`config.mk`:
```
export PLATFORM = sky130hd
export DESIGN_NAME = ld_step_timer
export DESIGN_NICKNAME = d
export VERILOG_FILES = /design/src/rtl/ld_step_timer.sv
export SDC_FILE = /design/constraint.sdc
export NUM_CORES = 1
export LEC_CHECK = 0
export BUFFER_PORTS_ARGS = -buffer_cell sky130_fd_sc_hd__buf_4
export CAP_MARGIN = 30
export CORE_MARGIN = 5
export CORE_UTILIZATION = 59
export DETAILED_ROUTE_END_ITERATION = 12
export PLACE_DENSITY_LB_ADDON = 0.08
export SLEW_MARGIN = 20
export SYNTH_ARGS = -nofsm -noshare
export SYNTH_HDL_FRONTEND = slang
export SYNTH_SLANG_ARGS = --single-unit
```
`constraint.sdc`:
```
create_clock -name CLK -period 4.32 [get_ports CLK]
set_clock_uncertainty 0.2 [all_clocks]
set_input_delay 1.296 -clock CLK [delete_from_list [all_inputs] [get_ports CLK]]
set_output_delay 1.296 -clock CLK [all_outputs]
set_load 0.02 [all_outputs]
```
`src/rtl/ld_step_timer.sv`:
```
// -----------------------------------------------------------------------------
// ld_step_timer
//
// Step-timing responder for the laser-diode current ramp. The LD driver state
// machine arms the block with Start_C and holds/clears it with Clr_C. While
// running, a one-cycle step strobe (C_out) is issued every per_reg clocks, and
// issued strobes are counted in a saturating step counter.
//
// Parameters
//   CNT_W      width of the period counter and of the Period input
//   DEF_PERIOD period used when Period is latched as 0
//   STEP_W     width of the step counter
//
// Ports
//   CLK       in   system clock, rising edge
//   Clrn      in   asynchronous active-low reset
//   Start_C   in   run enable (level)
//   Clr_C     in   synchronous clear/hold (level), wins over Start_C=1
//   Period    in   strobe period in clocks, latched only around ARM
//   C_out     out  registered step strobe, one cycle per period
//   Busy      out  high while in RUN
//   Step_cnt  out  strobes since last clear, saturating
//   Step_sat  out  sticky flag, set when Step_cnt reaches all-ones
// -----------------------------------------------------------------------------
module ld_step_timer #(
    parameter int CNT_W      = 16,
    parameter int DEF_PERIOD = 1000,
    parameter int STEP_W     = 10
) (
    input  logic              CLK,
    input  logic              Clrn,
    input  logic              Start_C,
    input  logic              Clr_C,
    input  logic [CNT_W-1:0]  Period,
    output logic              C_out,
    output logic              Busy,
    output logic [STEP_W-1:0] Step_cnt,
    output logic              Step_sat
);

    typedef enum logic [1:0] {
        IDLE = 2'd0,
        ARM  = 2'd1,
        RUN  = 2'd2
    } state_t;

    localparam logic [CNT_W-1:0]  DEF_PER  = CNT_W'(DEF_PERIOD);
    localparam logic [STEP_W-1:0] STEP_MAX = '1;

    state_t              state_q, state_d;
    logic [CNT_W-1:0]    cnt_q, cnt_d;
    logic [CNT_W-1:0]    per_reg_q, per_reg_d;
    logic                c_out_q, c_out_d;
    logic [STEP_W-1:0]   step_cnt_q, step_cnt_d;
    logic                step_sat_q, step_sat_d;

    logic [CNT_W-1:0]    period_eff;
    logic                at_wrap;
    logic                run_go;
    logic                strobe;
    logic                clr_hit;
    logic                latch_per;

    // A zero Period would never produce a strobe, so it selects the default.
    assign period_eff = (Period == '0) ? DEF_PER : Period;

    // per_reg is never 0, so per_reg-1 cannot underflow.
    assign at_wrap = (cnt_q == (per_reg_q - CNT_W'(1)));

    // Counting only continues in RUN with Start_C held and no clear request.
    assign run_go  = (state_q == RUN) && Start_C && !Clr_C;
    assign strobe  = run_go && at_wrap;

    // A clear only acts when Start_C is still high; Start_C=0 sends the block
    // to IDLE with the step count kept.
    assign clr_hit = Start_C && Clr_C && ((state_q == ARM) || (state_q == RUN));

    // per_reg follows Period on every ARM cycle and on each edge into ARM.
    assign latch_per = (state_q == ARM)
                    || ((state_q == IDLE) && Start_C)
                    || ((state_q == RUN) && Start_C && Clr_C);

    // ---------------------------------------------------------------- state register
    always_ff @(posedge CLK or negedge Clrn) begin
        if (!Clrn) begin
            state_q <= IDLE;
        end else begin
            state_q <= state_d;
        end
    end

    // ---------------------------------------------------------------- next-state logic
    always_comb begin
        state_d = state_q;
        unique case (state_q)
            IDLE: begin
                if (Start_C) begin
                    state_d = ARM;
                end
            end
            ARM: begin
                if (!Start_C) begin
                    state_d = IDLE;
                end else if (!Clr_C) begin
                    state_d = RUN;
                end
            end
            RUN: begin
                if (!Start_C) begin
                    state_d = IDLE;
                end else if (Clr_C) begin
                    state_d = ARM;
                end
            end
            default: begin
                state_d = IDLE;
            end
        endcase
    end

    // ---------------------------------------------------------------- datapath next values
    always_comb begin
        cnt_d      = '0;
        c_out_d    = strobe;
        per_reg_d  = per_reg_q;
        step_cnt_d = step_cnt_q;
        step_sat_d = step_sat_q;

        if (run_go && !at_wrap) begin
            cnt_d = cnt_q + CNT_W'(1);
        end

        if (latch_per) begin
            per_reg_d = period_eff;
        end

        if (clr_hit) begin
            step_cnt_d = '0;
            step_sat_d = 1'b0;
        end else if (strobe && (step_cnt_q != STEP_MAX)) begin
            step_cnt_d = step_cnt_q + STEP_W'(1);
            if (step_cnt_q == (STEP_MAX - STEP_W'(1))) begin
                step_sat_d = 1'b1;
            end
        end
    end

    // ---------------------------------------------------------------- datapath registers
    always_ff @(posedge CLK or negedge Clrn) begin
        if (!Clrn) begin
            cnt_q      <= '0;
            per_reg_q  <= DEF_PER;
            c_out_q    <= 1'b0;
            step_cnt_q <= '0;
            step_sat_q <= 1'b0;
        end else begin
            cnt_q      <= cnt_d;
            per_reg_q  <= per_reg_d;
            c_out_q    <= c_out_d;
            step_cnt_q <= step_cnt_d;
            step_sat_q <= step_sat_d;
        end
    end

    // ---------------------------------------------------------------- outputs
    always_comb begin
        C_out    = c_out_q;
        Busy     = (state_q == RUN);
        Step_cnt = step_cnt_q;
        Step_sat = step_sat_q;
    end

endmodule
```
==> results by group, run 1 <==
STA
  • Slew margin rel.: 0.563
  • RSZ-0062 raised after global routing: no
  • Crit path time final: approximately 3.5 ns
  • Total Neg Setup Slack: 0 ns
  • Fin. Hold Viols: 0
  • Slew @ Worst Pin: between 0.6 and 0.7 ns
  • Final setup fails: 0
  • Final worst-path setup slack: 0.814 ns
  • F_max: around 290 MHz
  • Max-slew violation count: 0
  • Tcrit/Tclk final: 0.812

Min path
  • Hold endpoint: Step_sat
  • Hold Startpoint: Step_sat
  • Hold Path Class: flop to flop
  • WHS Path Cells: 2

Synthesis
  • Synthesized instance count: approximately 320
  • Syn Area/Cell: 9.15 um^2
  • Net Count, Synth: 346
  • FF+latch count, synth: 46
  • Predominant post-synthesis flop cell: dfrtp_1
  • Post-synth EDFFs: 0
  • Async SR Flop Fraction: 1.00
  • Synth warnings: 0
  • Register area share after synthesis: 0.398
  • Post-Syn Area: 2910 um^2
  • Post-synth cell types: 53

Layout
  • Number of fill cells in the layout: 404
  • Layout Nets: 373
  • Fin area: between 3000 and 4000 um^2
  • Storage element area: around 1200 um^2
  • Util after Layout: 0.688
  • Inserted Diodes: 0
  • Layout cells sized above 1: 0.182
  • Commonest non-fill, non-tap cell in the layout: dfrtp_1
  • Area occupied by multi-input gates: 1640 um^2
  • Area Overhead vs Synth: 12.5%
  • Commonest cells after routing, fill and taps aside: dfrtp_1, nor2_1, buf_4

Route
  • Via density: 5.73
  • Routed via count: 2365
  • Iteration-0 DRC Markers: 200
  • DRC: 0
  • Routed WL: 6200 um
  • Post-DRT Antenna Nets: 0
  • WL/cell: 15.0 um
  • Detailed-router iteration count before antenna repair: 4

Clock tree
  • Clk sink count: 46
  • Resized cells post-CTS: 0
  • Clock latency on the worst-skew pair: 0.29 ns
  • Root buf cell: clkbuf_8
  • Cts bufs inserted: 5
  • Hold Buf Count CTS: 0
  • H-Tree Depth: 2
  • TritonCTS clock tree: built
  • Clock buffer depth: 2
  • CTS clk-pin slew, worst paths: ~0.08 ns
  • Post-CTS setup buffers: 0

Pwr
  • Switching Fraction: 0.394
  • Total power draw: 1590 uW
  • Sw Pwr: 626 uW
  • Clock share of power: 0.169
  • Comb pwr share: 0.401
  • Power per cell area: between 400 and 500 nW/um^2
  • Share of total power in sequential cells: 0.430
  • Leak Pwr: 0.00137 uW
  • Peak supply drop: ~0.00042 V
  • Internal cell power: 962 uW

Setup path
  • Crit Path Class: flop to flop
  • Reg2Reg Depth: 10
  • FF-to-FF End: Step_cnt[5]
  • Critical Path Sink Type: flop
  • CP top delay family: compound AO/OA/AOI/OAI gates
  • RR Startpoint: per_reg_q[0]
  • Slowest cell on crit path: nor4_4
  • Critical Path Source Type: flop
  • Crit path max fanout: 9
  • Critical path cell sequence: inv_1, ha_1, or4b_4, a211o_1, o311ai_1, o311a_1, o2111ai_2, nor4_4, a31oi_1, a41o_1
  • Crit path required time: 4.31 ns
  • FF-to-FF setup slack: 0.81 ns
  • Crit path DAT: 3.50 ns
  • Crit path buf inv count: 1
  • Critical path startpoint: per_reg_q[0]
  • Crit-path max cell delay: 0.54 ns

Outcome
  • Outcome: completed

Global route
  • Vias in the first global route: 2275
  • Initial antenna violation count: 0
  • Largest net degree at the start of global routing: 47
  • Gr ovfl total: 0
  • First-pass GRT wire length: about 11000 um
  • GRT Total Usage: 0.211

Place
  • RePlAce Congestion: approximately 0.84
  • Post-Place Cell Area: 3180 um^2
  • IO buf count: 32
  • Estimated wirelength of the detail-placed design: 4620 um
  • Pre-CTS WS: roughly 0.84 ns

Floorplanning
  • Initial Util: 0.612
  • Die Span Y: 80.2 um
  • Die X: 80.2 um
  • Row count: 25
  • Die area: 6440 um^2
  • Core Region: 4750 um^2
  • Ports: 33

Run
  • MaxCap Viol Count: 0
[final cells by class]
| type | instances | area share |
|---|---|---|
| Clock buffer | 8 | 0.0275 |
| Sequential cell | 46 | 0.354 |
| Tap cell | 67 | 0.0256 |
| Multi-Input combinational cell | 245 | 0.501 |
| Timing Repair Buffer | 33 | 0.0757 |
| Inverter | 14 | 0.0161 |
[tightest hold or removal path, delay by kind of cell (launching register included)]
family,cells,cell delay [ns]
AO/OA/AOI/OAI,1,0.05
AND/OR/NAND/NOR,1,0.07
flip-flops,1,0.36
[cells by family after synthesis]
kind of cell,after synthesis,synth area share
xor+xnor,32,0.0963
simple gates,141,0.256
fa+ha+maj,8,0.0344
flops,46,0.398
mux,16,0.0585
buf+inv,27,0.0383
compound gates,48,0.118
[synthesized netlist by cell type, drive strengths merged, types with 3 or more instances]
cell     n  area, um^2
a21oi    8        40.0
a31oi    3        18.8
and3     6        37.5
buf      5        28.8
clkbuf   8        30.0
dfrtp   40        1000
dfstp    6         158
ha       8         100
inv     14        52.6
mux2     8        90.1
mux2i    8        80.1
nand2   29         109
nand2b   7        43.8
nand3   11        55.1
nand4   12        75.1
nor2    38         143
nor3     9        45.0
nor4    13         115
nor4b    3        26.3
o21ai   10        50.1
o22a     6        52.6
or3      4        25.0
xnor2   20         175
xor2    12         105
[sequential cells by signal, summed over array words and instances, names as in the netlist]
| register | cells |
|---|---|
| cnt_q | 16 |
| per_reg_q | 16 |
| Step_cnt | 10 |
| state_q | 2 |
| C_out | 1 |
| Step_sat | 1 |
[power groups by stage]
stage	combinational (uW)	clock [uW]	sequential [uW]
2_1_floorplan	554	0	622
3_3_place_gp	615	0	679
3_5_place_dp	630	0	686
4_1_cts	635	276	679
5_1_grt	708	297	702
6_report	637	269	682
[per-stage QoR]
stage,std cells,hold WS (ns)
floorplan,318,0.301
global placement,405,0.301
detailed placement,405,0.309
CTS,413,0.328
global route,413,0.379
finish,413,0.319
[worst max-delay path by stage]
stage / cells after the start / endpoint / slack (ns)
after floorplan: 10 / Step_cnt[5] / 1.12
after global placement: 10 / Step_cnt[5] / 0.92
after detailed placement: 10 / Step_cnt[5] / 0.84
after CTS: 10 / Step_cnt[5] / 0.83
after global routing: 10 / Step_cnt[5] / 0.56
final: 10 / Step_cnt[5] / 0.81
[per-layer routing]
layer  part of all wire  global-route usage
met1               0.49               0.311
met2               0.46               0.317
met3              0.046              0.0460
met4             0.0055              0.0473
met5                  0                   0
(Power assumes the default switching activity.)
==> inputs of run 2 (changes only) <==
Settings changed: ABC_AREA set to 1, CORE_UTILIZATION 59 to 54.
Clock period 4.32 ns to 3.2 ns, I/O delays scaled along.
==> run 2 against run 1 <==
Worst setup slack got worse by 0.32 ns. Sequential power up 38%. Core utilization shrank 5.6 points. Global-route usage increased by 0.99 points. Worst hold slack better by 0.0053 ns. Via count is 24% higher. First-iteration DRC count down 31%. Synthesized cell count up 47%. Cell count grew 40%. Highest routed layer unchanged.
==> results by group, run 2 <==
Outcome
  • Outcome: completed (unchanged)

Synthesis
  • Complex-gate fraction of the synthesized area: 0.0537 (was 0.118)
  • Post-synth cell types: 33 (was 53)
  • Register area share after synthesis: 0.353 (was 0.398)
  • Synth warnings: 0 (unchanged)
  • Main area contributors after synthesis: dfrtp_1, nand2_1, inv_1, nor2_1, dfstp_2 (was dfrtp_1, xnor2_1, dfstp_2, nor2_1, nand2_1)
  • Synth area leader: dfrtp_1 (unchanged)
  • Post-synthesis mux area share: 0.0103 (was 0.0585)
  • Async SR Flop Fraction: 1.00 (unchanged)
  • Most instantiated cells after synthesis: nand2_1, inv_1, nor2_1 (was dfrtp_1, nor2_1, nand2_1)
  • Synth Area in XOR/XNOR: 0.0587 (was 0.0963)
  • Post-synth EDFFs: 0 (unchanged)
  • Post-Syn Area: 3280 um^2 (was 2910 um^2)
  • Synthesized instance count: 468 (was 318)
  • Post-Synth Simple-Gate Area: 0.404 (was 0.256)
  • Largest family of logic cells by synthesized area: simple AND/OR/NAND/NOR gates (unchanged)
  • Syn Area/Cell: 7.02 um^2 (was 9.15 um^2)
  • Post-synthesis adder-cell area fraction: 0.0305 (was 0.0344)
  • Cell with the most instances after synthesis: nand2_1 (was dfrtp_1)
  • Yosys top cell area share: 0.305 (was 0.344)
  • FF+latch count, synth: 46 (unchanged)
  • Predominant post-synthesis flop cell: dfrtp_1 (unchanged)
  • Net Count, Synth: 496 (was 346)

Route
  • Routed WL: 7660 um (was 6200 um)
  • Via density: 5.08 (was 5.73)
  • WL/cell: 13.2 um (was 15.0 um)
  • Post-DRT Antenna Nets: 0 (unchanged)
  • Routed via count: 2944 (was 2365)
  • DRC: 0 (unchanged)
  • Detailed-router iteration count before antenna repair: 4 (unchanged)
  • Iteration-0 DRC Markers: 138 (was 200)

STA
  • F_max: 369 MHz (was 285 MHz)
  • Final setup fails: 0 (unchanged)
  • Slew margin rel.: 0.604 (was 0.563)
  • Slew @ Worst Pin: 0.594 ns (was 0.650 ns)
  • Tcrit/Tclk final: 0.847 (was 0.812)
  • Total Neg Setup Slack: 0 ns (unchanged)
  • Fin. Hold Viols: 0 (unchanged)
  • Crit path time final: 2.71 ns (was 3.51 ns)
  • Final worst-path setup slack: 0.491 ns (was 0.814 ns)
  • Max-slew violation count: 0 (unchanged)
  • RSZ-0062 raised after global routing: no (unchanged)

Clock tree
  • Hold Buf Count CTS: 0 (unchanged)
  • Root buf cell: clkbuf_8 (unchanged)
  • Clock buffer depth: 2 (unchanged)
  • Clock latency on the worst-skew pair: 0.31 ns (was 0.29 ns)
  • H-Tree Depth: 2 (unchanged)
  • Post-CTS setup buffers: 0 (unchanged)
  • Resized cells post-CTS: 0 (unchanged)
  • TritonCTS clock tree: built (unchanged)
  • Clk sink count: 46 (unchanged)
  • Cts bufs inserted: 5 (unchanged)
  • CTS clk-pin slew, worst paths: 0.10 ns (was 0.08 ns)

Floorplanning
  • Die area: 7740 um^2 (was 6440 um^2)
  • Core Region: 5920 um^2 (was 4750 um^2)
  • Ports: 33 (unchanged)
  • Row count: 28 (was 25)
  • Die Span Y: 88.0 um (was 80.2 um)
  • Initial Util: 0.555 (was 0.612)
  • Die X: 88.0 um (was 80.2 um)

Pwr
  • Power per cell area: 727 nW/um^2 (was 485 nW/um^2)
  • Leak Pwr: 0.00182 uW (was 0.00137 uW)
  • Peak supply drop: 0.000504 V (was 0.000418 V)

Min path
  • Hold Path Class: flop to flop (unchanged)

Place
  • Placed insts: 572 (was 405)
  • Pre-CTS WS: 0.509 ns (was 0.836 ns)
  • IO buf count: 32 (unchanged)
  • RePlAce Congestion: 0.894 (was 0.842)
  • Estimated wirelength of the detail-placed design: 5990 um (was 4620 um)

Global route
  • GRT Total Usage: 0.221 (was 0.211)
  • Gr ovfl total: 0 (unchanged)
  • First-pass GRT wire length: 13600 um (was 10700 um)
  • Initial antenna violation count: 0 (unchanged)
  • Largest net degree at the start of global routing: 47 (unchanged)
  • Vias in the first global route: 2985 (was 2275)

Setup path
  • Crit path required time: 3.26 ns (was 4.31 ns)
  • Crit path max fanout: 11 (was 9)
  • Critical Path Source Type: flop (unchanged)
  • Crit Path Class: flop to flop (unchanged)
  • Critical Path Sink Type: flop (unchanged)
  • Crit path DAT: 2.77 ns (was 3.50 ns)
  • FF-to-FF setup slack: 0.49 ns (was 0.81 ns)

Layout
  • Inserted Diodes: 0 (unchanged)
  • Layout Nets: 532 (was 373)
  • Layout cells sized above 1: 0.182 (about the same)
  • Commonest cells after routing, fill and taps aside: nand2_1, inv_1, nor2_1 (was dfrtp_1, nor2_1, buf_4)
  • Number of fill cells in the layout: 543 (was 404)
  • Commonest non-fill, non-tap cell in the layout: nand2_1 (was dfrtp_1)
  • Area Overhead vs Synth: 14.0% (was 12.5%)
  • Layout Cells excl Fill: 580 (was 413)

Run
  • MaxCap Viol Count: 0 (unchanged)
[run 2: changes by cell type after synthesis, sizes merged, moves of 6 or more]
cell    previous run  this run
a21oi              8        19
o22a               6         0
nand3             11        35
nand2             29       144
mux2i              8         0
and3               6         0
nor2              38        70
nand2b             7         0
xnor2             20         7
inv               14        65
[run 2: logic make-up (layout without fill, tap and decap cells)]
family	Yosys count	in the layout
buffers and inverters	73	110
XOR/XNOR	22	22
adder cells (fa/ha/maj)	8	8
AND/OR/NAND/NOR	281	281
flip-flops	46	46
multiplexers	3	3
AO/OA/AOI/OAI	35	35
[run 2: layout make-up]
cell class,instances,area [um^2],share of cell area
multi-input combinational,349,1830,0.489
sequential,46,1160,0.309
timing repair buffer,36,270,0.0722
inverter,66,248,0.0662
tap,75,93.8,0.0251
clock buffer,6,82.6,0.0221
clock inverter,2,60.1,0.0160
[run 2: layer usage]
layer	vias to the layer above	track usage	wire, um
met5	-	0	0
met4	0	0.0614	78
met3	8	0.0310	161
met2	34	0.384	3790
met1	1361	0.288	3630
li1	1541	-	-
[run 2: worst paths after layout]
check | start | to | cells after the start
worst max-delay path | per_reg_q[0] | Step_cnt[5] | 14
worst min-delay path | Step_sat | Step_sat | 2
worst max register to register | per_reg_q[0] | Step_cnt[5] | 14
worst min register to register | Step_sat | Step_sat | 2
max in group asynchronous | Clrn | cnt_q[5] | 1
min in group asynchronous | Clrn | state_q[0] | 1
[run 2: metrics by stage]
stage / total power [uW] / hold WS, ns / area [um^2] / util
final: 2720 / 0.324 / 3740 / 0.632
after global routing: 2970 / 0.350 / 3740 / 0.632
after CTS: 2740 / 0.328 / 3740 / 0.632
after detailed placement: 2190 / 0.313 / 3600 / 0.608
after global placement: 2150 / 0.309 / 3600 / 0.608
after floorplan: 1850 / 0.251 / 3280 / -
[run 2: where the power goes]
group / internal [uW] / switching [uW]
registers: 750 / 189
clock network: 333 / 211
logic: 471 / 768
total: 1550 / 1170
[run 2: worst max-delay path: stages, from the launching register on]
cell and delay (ns):
dfrtp_1 0.38, inv_1 0.14, ha_1 0.28, nand2_4 0.11, nor2_2 0.15, nand2_1 0.11
nand3_1 0.10, nand2_1 0.06, nor2_1 0.10, nand3_1 0.12, nor2_4 0.14, nand3_2 0.31
nand2_2 0.31, nand2_1 0.09, nand2_1 0.07
==> inputs of run 3 (changes only) <==
Clock period 3.2 ns to 2.3 ns, I/O delays scaled along.
==> run 3 against run 2 <==
Sequential cell count unchanged. Worst hold slack worse by 0.15 ns. Clock power down 5.1%. Register-to-register slack worse by 0.48 ns. Total power up 41%. Sequential power up 37%. Clock-buffer cell count down 1. Maximum frequency up 19%. Global-route usage down 0.62 points. Die area unchanged. Critical path type unchanged. Largest cell class unchanged.
==> results by group, run 3 (synthesis results as in run 2) <==
Clock tree
  • Clock buffer depth: 2 (unchanged)
  • Clock latency on the worst-skew pair: 0.31 ns (about the same)
  • Root buf cell: clkbuf_8 (unchanged)
  • Hold Buf Count CTS: 0 (unchanged)
  • CTS clk-pin slew, worst paths: 0.09 ns (was 0.10 ns)
  • TritonCTS clock tree: built (unchanged)
  • Cts bufs inserted: 5 (unchanged)
  • H-Tree Depth: 2 (unchanged)
  • Clk sink count: 46 (unchanged)

Route
  • Routed WL: 8020 um (was 7660 um)
  • Iteration-0 DRC Markers: 164 (was 138)
  • Detailed-router iteration count before antenna repair: 4 (unchanged)
  • Routed via count: 3100 (was 2944)
  • DRC: 0 (unchanged)
  • WL/cell: 13.4 um (was 13.2 um)
  • Via density: 5.18 (was 5.08)
  • Post-DRT Antenna Nets: 0 (unchanged)

Place
  • RePlAce Congestion: 0.903 (was 0.894)
  • Estimated wirelength of the detail-placed design: 5990 um (about the same)
  • Placed insts: 584 (was 572)
  • IO buf count: 32 (unchanged)

Setup path
  • Critical Path Sink Type: flop (unchanged)
  • Crit path DAT: 2.30 ns (was 2.77 ns)
  • Critical Path Source Type: flop (unchanged)
  • Crit path max fanout: 7 (was 11)
  • Crit Path Class: flop to flop (unchanged)
  • Crit path required time: 2.31 ns (was 3.26 ns)

STA
  • Slew @ Worst Pin: 0.593 ns (was 0.594 ns)
  • Final setup fails: 0 (unchanged)
  • F_max: 438 MHz (was 369 MHz)
  • Slew margin rel.: 0.605 (was 0.604)
  • RSZ-0062 raised after global routing: yes (was no)
  • Tcrit/Tclk final: 0.994 (was 0.847)
  • Fin. Hold Viols: 0 (unchanged)
  • Max-slew violation count: 0 (unchanged)
  • Worst hold slack: 0.174 ns (was 0.324 ns)
  • Crit path time final: 2.29 ns (was 2.71 ns)

Pwr
  • Sw Pwr: 1740 uW (was 1170 uW)
  • Internal cell power: 2090 uW (was 1550 uW)
  • Share of total power in sequential cells: 0.336 (was 0.345)
  • Clock share of power: 0.135 (was 0.200)
  • Peak supply drop: 0.000677 V (was 0.000504 V)
  • Switching Fraction: 0.454 (was 0.429)
  • Comb pwr share: 0.529 (was 0.455)
  • Power per cell area: 955 nW/um^2 (was 727 nW/um^2)
  • Leak Pwr: 0.00190 uW (was 0.00182 uW)

Floorplanning
  • Die Span Y: 88.0 um (unchanged)
  • Die area: 7740 um^2 (unchanged)
  • Ports: 33 (unchanged)
  • Core Region: 5920 um^2 (unchanged)
  • Die X: 88.0 um (unchanged)
  • Initial Util: 0.555 (unchanged)
  • Row count: 28 (unchanged)

Global route
  • Vias in the first global route: 3042 (was 2985)
  • Largest net degree at the start of global routing: 47 (unchanged)
  • Met2 usage: 0.380 (was 0.384)
  • Grt met3 use: 0.0329 (was 0.0310)
  • Initial antenna violation count: 0 (unchanged)
  • Gr ovfl total: 0 (unchanged)
  • First-pass GRT wire length: 13200 um (was 13600 um)
  • GR Layer Usage met1: 0.268 (was 0.288)
  • GRT Total Usage: 0.215 (was 0.221)
  • Busiest metal layer after global routing: met2 (unchanged)

Layout
  • Number of fill cells in the layout: 510 (was 543)
  • Layout cells sized above 1: 0.256 (was 0.182)
  • Layout Cells excl Fill: 598 (was 580)
  • Inserted Diodes: 0 (unchanged)
  • Layout Nets: 550 (was 532)
  • Area Overhead vs Synth: 22.2% (was 14.0%)
  • Commonest non-fill, non-tap cell in the layout: nand2_1 (unchanged)
  • Commonest cells after routing, fill and taps aside: nand2_1, inv_1, nor2_1 (unchanged)

Outcome
  • Outcome: completed (unchanged)

Min path
  • Hold Path Class: input pin to asynchronous set/reset pin (was flop to flop)

Run
  • MaxCap Viol Count: 0 (unchanged)
-- run 3: final cells by class --
class | instances | area [um^2] | area share
multi-input combinational | 350 | 1990 | 0.497
clock buffer | 5 | 68.8 | 0.0171
sequential | 46 | 1160 | 0.289
timing repair buffer | 53 | 429 | 0.107
clock inverter | 3 | 21.3 | 0.00530
inverter | 66 | 248 | 0.0617
tap | 75 | 93.8 | 0.0234
-- run 3: worst max-delay path, cell delays in order, from the launching register on --
cell     delay, ns
dfrtp_1       0.39
inv_2         0.10
buf_6         0.11
nand3_4       0.10
nor2_4        0.22
nand2_1       0.10
nand3_2       0.10
nand2_1       0.06
nor2_1        0.11
nand3_1       0.13
nor2_4        0.16
nand3_4       0.11
buf_8         0.18
nand3_2       0.06
nand2_2       0.05
-- run 3: routing by layer --
metal  vias up  part of all wire
li1       1585                 -
met1      1469              0.45
met2        37              0.51
met3         9             0.026
met4         0             0.012
met5         -                 0
-- run 3: worst paths after layout --
path | startpoint | endpoint | slack (ns) | cells after the start
hold reg to reg | Step_sat | Step_sat | 0.33 | 2
setup / recovery | per_reg_q[0] | Step_cnt[0] | 0.01 | 14
setup reg to reg | per_reg_q[0] | Step_cnt[0] | 0.01 | 14
max in group asynchronous | Clrn | C_out | 1.32 | 1
hold / removal | Clrn | state_q[0] | 0.17 | 1
min in group CLK | Step_sat | Step_sat | 0.33 | 2
-- run 3: repair_timing --
item / CTS / global route
endpoints found under the hold margin: 0 / 0
setup buffers: 2 / 3
pin swaps: 0 / 18
cloned: 0 / 1
endpoints found under the setup margin: 16 / 25
resized for setup: 2 / 42
-- run 3: power by group through the flow --
stage          Combinational, uW  Sequential [uW]  Clock, uW
4_1_cts                     1870             1280        527
3_5_place_dp                1790             1310          0
3_3_place_gp                1750             1310          0
6_report                    2030             1290        516
5_1_grt                     2280             1320        557
2_1_floorplan               1310             1270          0
-- run 3: metrics by stage --
step	TNS (ns)	util	total power (uW)	setup slack [ns]	area, um^2
2_1_floorplan	0	-	2580	0.123	3280
3_3_place_gp	0	0.623	3060	0.0776	3690
3_5_place_dp	-0.0299	0.623	3100	-0.0196	3690
4_1_cts	-0.00129	0.645	3680	-0.00129	3820
5_1_grt	-1.94	0.678	4160	-0.121	4010
6_report	0	0.678	3830	0.0144	4010
